--- src/rtl/add_share_arbiter.sv ---
// Purpose: two requesters share one WIDTH-bit adder under round-robin arbitration;
//          the granted pair's sum/carry/id lands in a single result slot drained by valid/ready.
// Latency: result visible the cycle after the accept; optional macro ADD_SHARE_PIPE_EN
//          lets a consume and a new accept coincide (one result per cycle), otherwise one per two.
// Ports:   clk, rst (sync, active-high); req0_*/req1_* operand handshakes;
//          res_* result handshake with sum, carry, id; ops_cnt counts consumed results.
module add_share_arbiter #(
    parameter int WIDTH = 8,
    parameter int CNT_W = 16
) (
    input  logic             clk,
    input  logic             rst,
    input  logic             req0_valid,
    input  logic [WIDTH-1:0] req0_a,
    input  logic [WIDTH-1:0] req0_b,
    output logic             req0_ready,
    input  logic             req1_valid,
    input  logic [WIDTH-1:0] req1_a,
    input  logic [WIDTH-1:0] req1_b,
    output logic             req1_ready,
    output logic             res_valid,
    input  logic             res_ready,
    output logic [WIDTH-1:0] res_sum,
    output logic             res_carry,
    output logic             res_id,
    output logic [CNT_W-1:0] ops_cnt
);

    logic             res_valid_q,  res_valid_d;
    logic [WIDTH-1:0] res_sum_q,    res_sum_d;
    logic             res_carry_q,  res_carry_d;
    logic             res_id_q,     res_id_d;
    logic [CNT_W-1:0] ops_cnt_q,    ops_cnt_d;
    logic             last_grant_q, last_grant_d;

    logic             slot_free;
    logic             consume;
    logic             gnt0;
    logic             gnt1;
    logic [WIDTH-1:0] sel_a;
    logic [WIDTH-1:0] sel_b;
    logic [WIDTH:0]   sum_full;

    always_comb begin
        consume = res_valid_q & res_ready;

`ifdef ADD_SHARE_PIPE_EN
        // A result leaving this cycle frees the slot for a same-cycle accept.
        slot_free = ~res_valid_q | res_ready;
`else
        slot_free = ~res_valid_q;
`endif

        // With both requesting, the one not granted last time wins; a lone
        // requester wins regardless of the pointer. No grant during reset.
        gnt0 = ~rst & slot_free & req0_valid & (~req1_valid | last_grant_q);
        gnt1 = ~rst & slot_free & req1_valid & (~req0_valid | ~last_grant_q);

        sel_a    = gnt1 ? req1_a : req0_a;
        sel_b    = gnt1 ? req1_b : req0_b;
        sum_full = {1'b0, sel_a} + {1'b0, sel_b};

        res_valid_d  = res_valid_q;
        res_sum_d    = res_sum_q;
        res_carry_d  = res_carry_q;
        res_id_d     = res_id_q;
        ops_cnt_d    = ops_cnt_q;
        last_grant_d = last_grant_q;

        if (consume) begin
            ops_cnt_d   = ops_cnt_q + CNT_W'(1);
            res_valid_d = 1'b0;
        end

        // An accept overrides the clear from a coincident consume.
        if (gnt0 | gnt1) begin
            res_valid_d  = 1'b1;
            res_sum_d    = sum_full[WIDTH-1:0];
            res_carry_d  = sum_full[WIDTH];
            res_id_d     = gnt1;
            last_grant_d = gnt1;
        end
    end

    always_ff @(posedge clk) begin
        if (rst) begin
            res_valid_q  <= 1'b0;
            res_sum_q    <= '0;
            res_carry_q  <= 1'b0;
            res_id_q     <= 1'b0;
            ops_cnt_q    <= '0;
            last_grant_q <= 1'b1;   // req0 wins the first contention
        end else begin
            res_valid_q  <= res_valid_d;
            res_sum_q    <= res_sum_d;
            res_carry_q  <= res_carry_d;
            res_id_q     <= res_id_d;
            ops_cnt_q    <= ops_cnt_d;
            last_grant_q <= last_grant_d;
        end
    end

    assign req0_ready = gnt0;
    assign req1_ready = gnt1;
    assign res_valid  = res_valid_q;
    assign res_sum    = res_sum_q;
    assign res_carry  = res_carry_q;
    assign res_id     = res_id_q;
    assign ops_cnt    = ops_cnt_q;

endmodule
--- config.mk ---
export PLATFORM = sky130hd
export DESIGN_NAME = add_share_arbiter
export DESIGN_NICKNAME = d
export VERILOG_FILES = /design/src/rtl/add_share_arbiter.sv
export SDC_FILE = /design/constraint.sdc
export NUM_CORES = 1
export LEC_CHECK = 0
export BUFFER_PORTS_ARGS = -buffer_cell sky130_fd_sc_hd__clkbuf_2
export CAP_MARGIN = 30
export CORE_MARGIN = 2
export CORE_UTILIZATION = 52
export DETAILED_ROUTE_END_ITERATION = 10
export PLACE_DENSITY = 0.9
export SYNTH_ARGS = -nofsm -noshare
export SYNTH_HDL_FRONTEND = slang
export SYNTH_SLANG_ARGS = --single-unit
--- constraint.sdc ---
create_clock -name clk -period 7.3 [get_ports clk]
set_input_delay 1.825 -clock clk [delete_from_list [all_inputs] [get_ports clk]]
set_output_delay 1.825 -clock clk [all_outputs]
set_load 0.005 [all_outputs]
==> metrics.md <==
| Metric | Value |
|---|---|
| Run status | `completed` |
| Switching share of power | `26.38%` |
| Vias in the first global route | `1345` |
| Class of the tightest hold or removal check | `register to register` |
| CTS Root Cell | `clkbuf_4` |
| Layout Utilization | `68.07%` |
| IO Port Bufs | `65` |
| Pre-CTS WS | `2.023 ns` |
| Internal Power | `257.3 uW` |
| Logic pwr share | `23.0%` |
| Most common cell on crit path | `clkbuf_2` |
| Clock Sink Count | `28` |
| Worst hold slack | `0.4718 ns` |
| Sequential Power Share | `47.7%` |
| Mapped Area | `1667 sq um` |
| Post-route cell area | `2078 sq um` |
| Clock network power share | `29.3%` |
| Die width | `60.61 microns` |
| Cell variety after synth | `38` |
| Peak per-stage delay on the critical path | `0.57 ns` |
| RSZ-0062 raised after global routing | `no` |
| Vias after detailed routing | `1603` |
| H-tree levels | `1` |
| YS warnings | `0` |
| Initial DRT Pass Iterations | `5` |
| Most common cell after layout, fill and taps aside | `clkbuf_2` |
| Nets | `304` |
| Final Max Tran Viols | `0` |
| Post-DP Area | `2026 sq um` |
| Period utilization | `71.32%` |
| Global-route wire length before repair | `5575 microns` |
| Die H | `60.61 microns` |
| Post-synth top flop | `dfxtp_1` |
| Slowest CP cell | `nand3_1` |
| TNS Setup | `0 ns` |
| Gr usage total | `19.86%` |
| Antenna viol nets, final | `0` |
| Dpl hpwl | `2781 microns` |
| Post-Synth XOR/XNOR Area | `5.255%` |
| Mapped Cells | `192` |
| Yosys top cell by area | `dfxtp_1` |
| CTS Buffer Depth | `2` |
| Worst skew pair latency | `0.33 ns` |
| Max cap viols | `0` |
| # IOs | `66` |
| Syn avg cell area | `8.680 sq um` |
| Synth Area in Compound Gates | `15.24%` |
| P_sw | `92.19 uW` |
| Yosys top cell area share | `33.63%` |
| Post-CTS Resized | `0` |
| Fin Clk Skew | `0.01243 ns` |
| CP Buf/Inv Count | `3` |
| Via density | `5.343` |
| Data arrival, critical path | `3.38 ns` |
| Slew margin rel. | `49.66%` |
| Syn Nets | `239` |
| F_max | `0.1921 GHz` |
| Final WS setup | `2.094 ns` |
| Inst Count DP | `296` |
| FF+latch count, synth | `28` |
| Core area | `3053 sq um` |
| Total wire length | `3582 microns` |
| Slew at the pin closest to its max-slew limit | `0.7531 ns` |
| CTS tree | `yes` |
| Post-synthesis mux area share | `11.49%` |
| DRC | `0` |
| Crit end category | `primary output` |
| Largest net degree at the start of global routing | `34` |
| Initial antenna violation count | `0` |
| Post-synth EDFFs | `0` |
| Post-CTS Hold Fix Bufs | `0` |
| Worst path top cell family by delay | `simple AND/OR/NAND/NOR gates` |
| DRT iter0 DRCs | `89` |
| CTS Buf Count | `3` |
| Leak | `0.9451 nW` |
| Total gr overflow | `0` |
| Post-route insts no fill | `300` |
| CP Max Fanout | `33` |
| PD cells | `168.2 nW/um^2` |
| Req. time, crit path | `5.48 ns` |
| Peak VDD IR | `0.08290 mV` |
| Type of origin of the critical path | `input port` |
| Largest family of logic cells by synthesized area | `simple AND/OR/NAND/NOR gates` |
| Reg clk slew, reported paths | `0.14 ns` |
| Crit path cell chain | `clkbuf_2, nor2_1, nand3_1, inv_1, clkbuf_2` |
| Final GP Congestion | `0.8113` |
| # diodes | `0` |
| Share of cells above drive strength 1 | `36.33%` |
| Synth Area in Adders | `7.958%` |
| Final setup viols | `0` |
| Sequential element share of the synthesized area | `33.63%` |
| WL/cell | `11.94 microns` |
| Initial Util | `54.59%` |
| Die area | `3674 sq um` |
| Post-CTS Setup Inserts | `0` |
| Final hold vios | `0` |
| FFs w/ async S/R, synth | `0%` |
| Simple-Gate Fraction of Synth Area | `24.17%` |
| Commonest non-fill, non-tap cells in the layout | `clkbuf_2 (65), dfxtp_1 (28), nand2_1 (18), mux2_2 (17), nor2_1 (16)` |
| # rows | `20` |
| Final min period | `5.206 ns` |
| Power, Total | `349.5 uW` |
| Critical path class | `input port to primary output` |
| Top post-synthesis cells by area | `dfxtp_1 (34%), mux2_2 (11%), ha_1 (6.8%)` |
| Synth-to-layout area growth | `24.70%` |
## path summary, 6_finish.rpt
path	cells past startpoint	endpoint	slack, ns	start
worst max register to register	9	res_sum[6]	3.88	res_valid
worst min-delay path	2	res_sum[0]	0.47	res_sum[0]
worst min register to register	2	res_sum[0]	0.47	res_sum[0]
worst max-delay path	5	req1_ready	2.09	rst
## worst reg2reg max path, delay by kind of cell, from the launching register on
family | cells | cell delay (ns)
fa+ha+maj | 2 | 0.66
simple gates | 2 | 0.80
flops | 1 | 0.44
mux | 1 | 0.51
compound gates | 4 | 0.94
## metal layers
layer / part of all wire [%] / vias up / global-route usage, %
li1: - / 822 / -
met1: 45 / 734 / 25.99
met2: 49 / 45 / 33.03
met3: 5.2 / 2 / 3.412
met4: 0.75 / 0 / 7.143
met5: 0 / - / 0
## final cells by class
| type | count | area, sq um |
|---|---|---|
| fill | 267 | 974.7 |
| clock inverter | 1 | 30.03 |
| tap | 44 | 55.05 |
| timing repair buffer | 66 | 330.3 |
| multi-input combinational | 155 | 1069 |
| inverter | 3 | 11.26 |
| clock buffer | 3 | 22.52 |
| sequential | 28 | 560.5 |
## synthesized netlist by cell type (2+ instances only)
library cell and number:
dfxtp_1 28, nand2_1 18, mux2_2 17, nor2_1 16
a21oi_1 13, o21ai_0 11, nand3_1 10, ha_1 9
nor3_1 6, xor2_1 6, nand2b_1 5, clkbuf_1 4
xnor2_1 4, a211oi_1 3, a21o_1 3, and3_1 3
inv_1 3, nor2b_1 3, o21a_1 3, and4_1 2
nand3b_1 2, nand4_1 2, o211ai_1 2, o31ai_1 2
or2_2 2, or3_1 2, or4_1 2
## flip-flops by register name, summed over array words and instances (netlist names)
register / flops
res_carry: 1
res_sum: 8
res_valid: 1
last_grant_q: 1
ops_cnt: 16
res_id: 1
## power by group through the flow
stage,Combinational (mW),Clock (mW),Sequential (mW)
finish,0.0804,0.102,0.167
global route,0.0896,0.112,0.168
CTS,0.0806,0.104,0.167
detailed placement,0.0800,0,0.170
global placement,0.0773,0,0.170
floorplan,0.0526,0,0.169
## cell families (layout without fill, tap and decap cells)
logic type      after synthesis  count (layout)
compound gates               41              41
flops                        28              28
simple gates                 77              77
buf+inv                       9              73
mux                          17              17
fa+ha+maj                    10              10
xor+xnor                     10              10
Note: power is estimated with default switching activity, not from simulation.
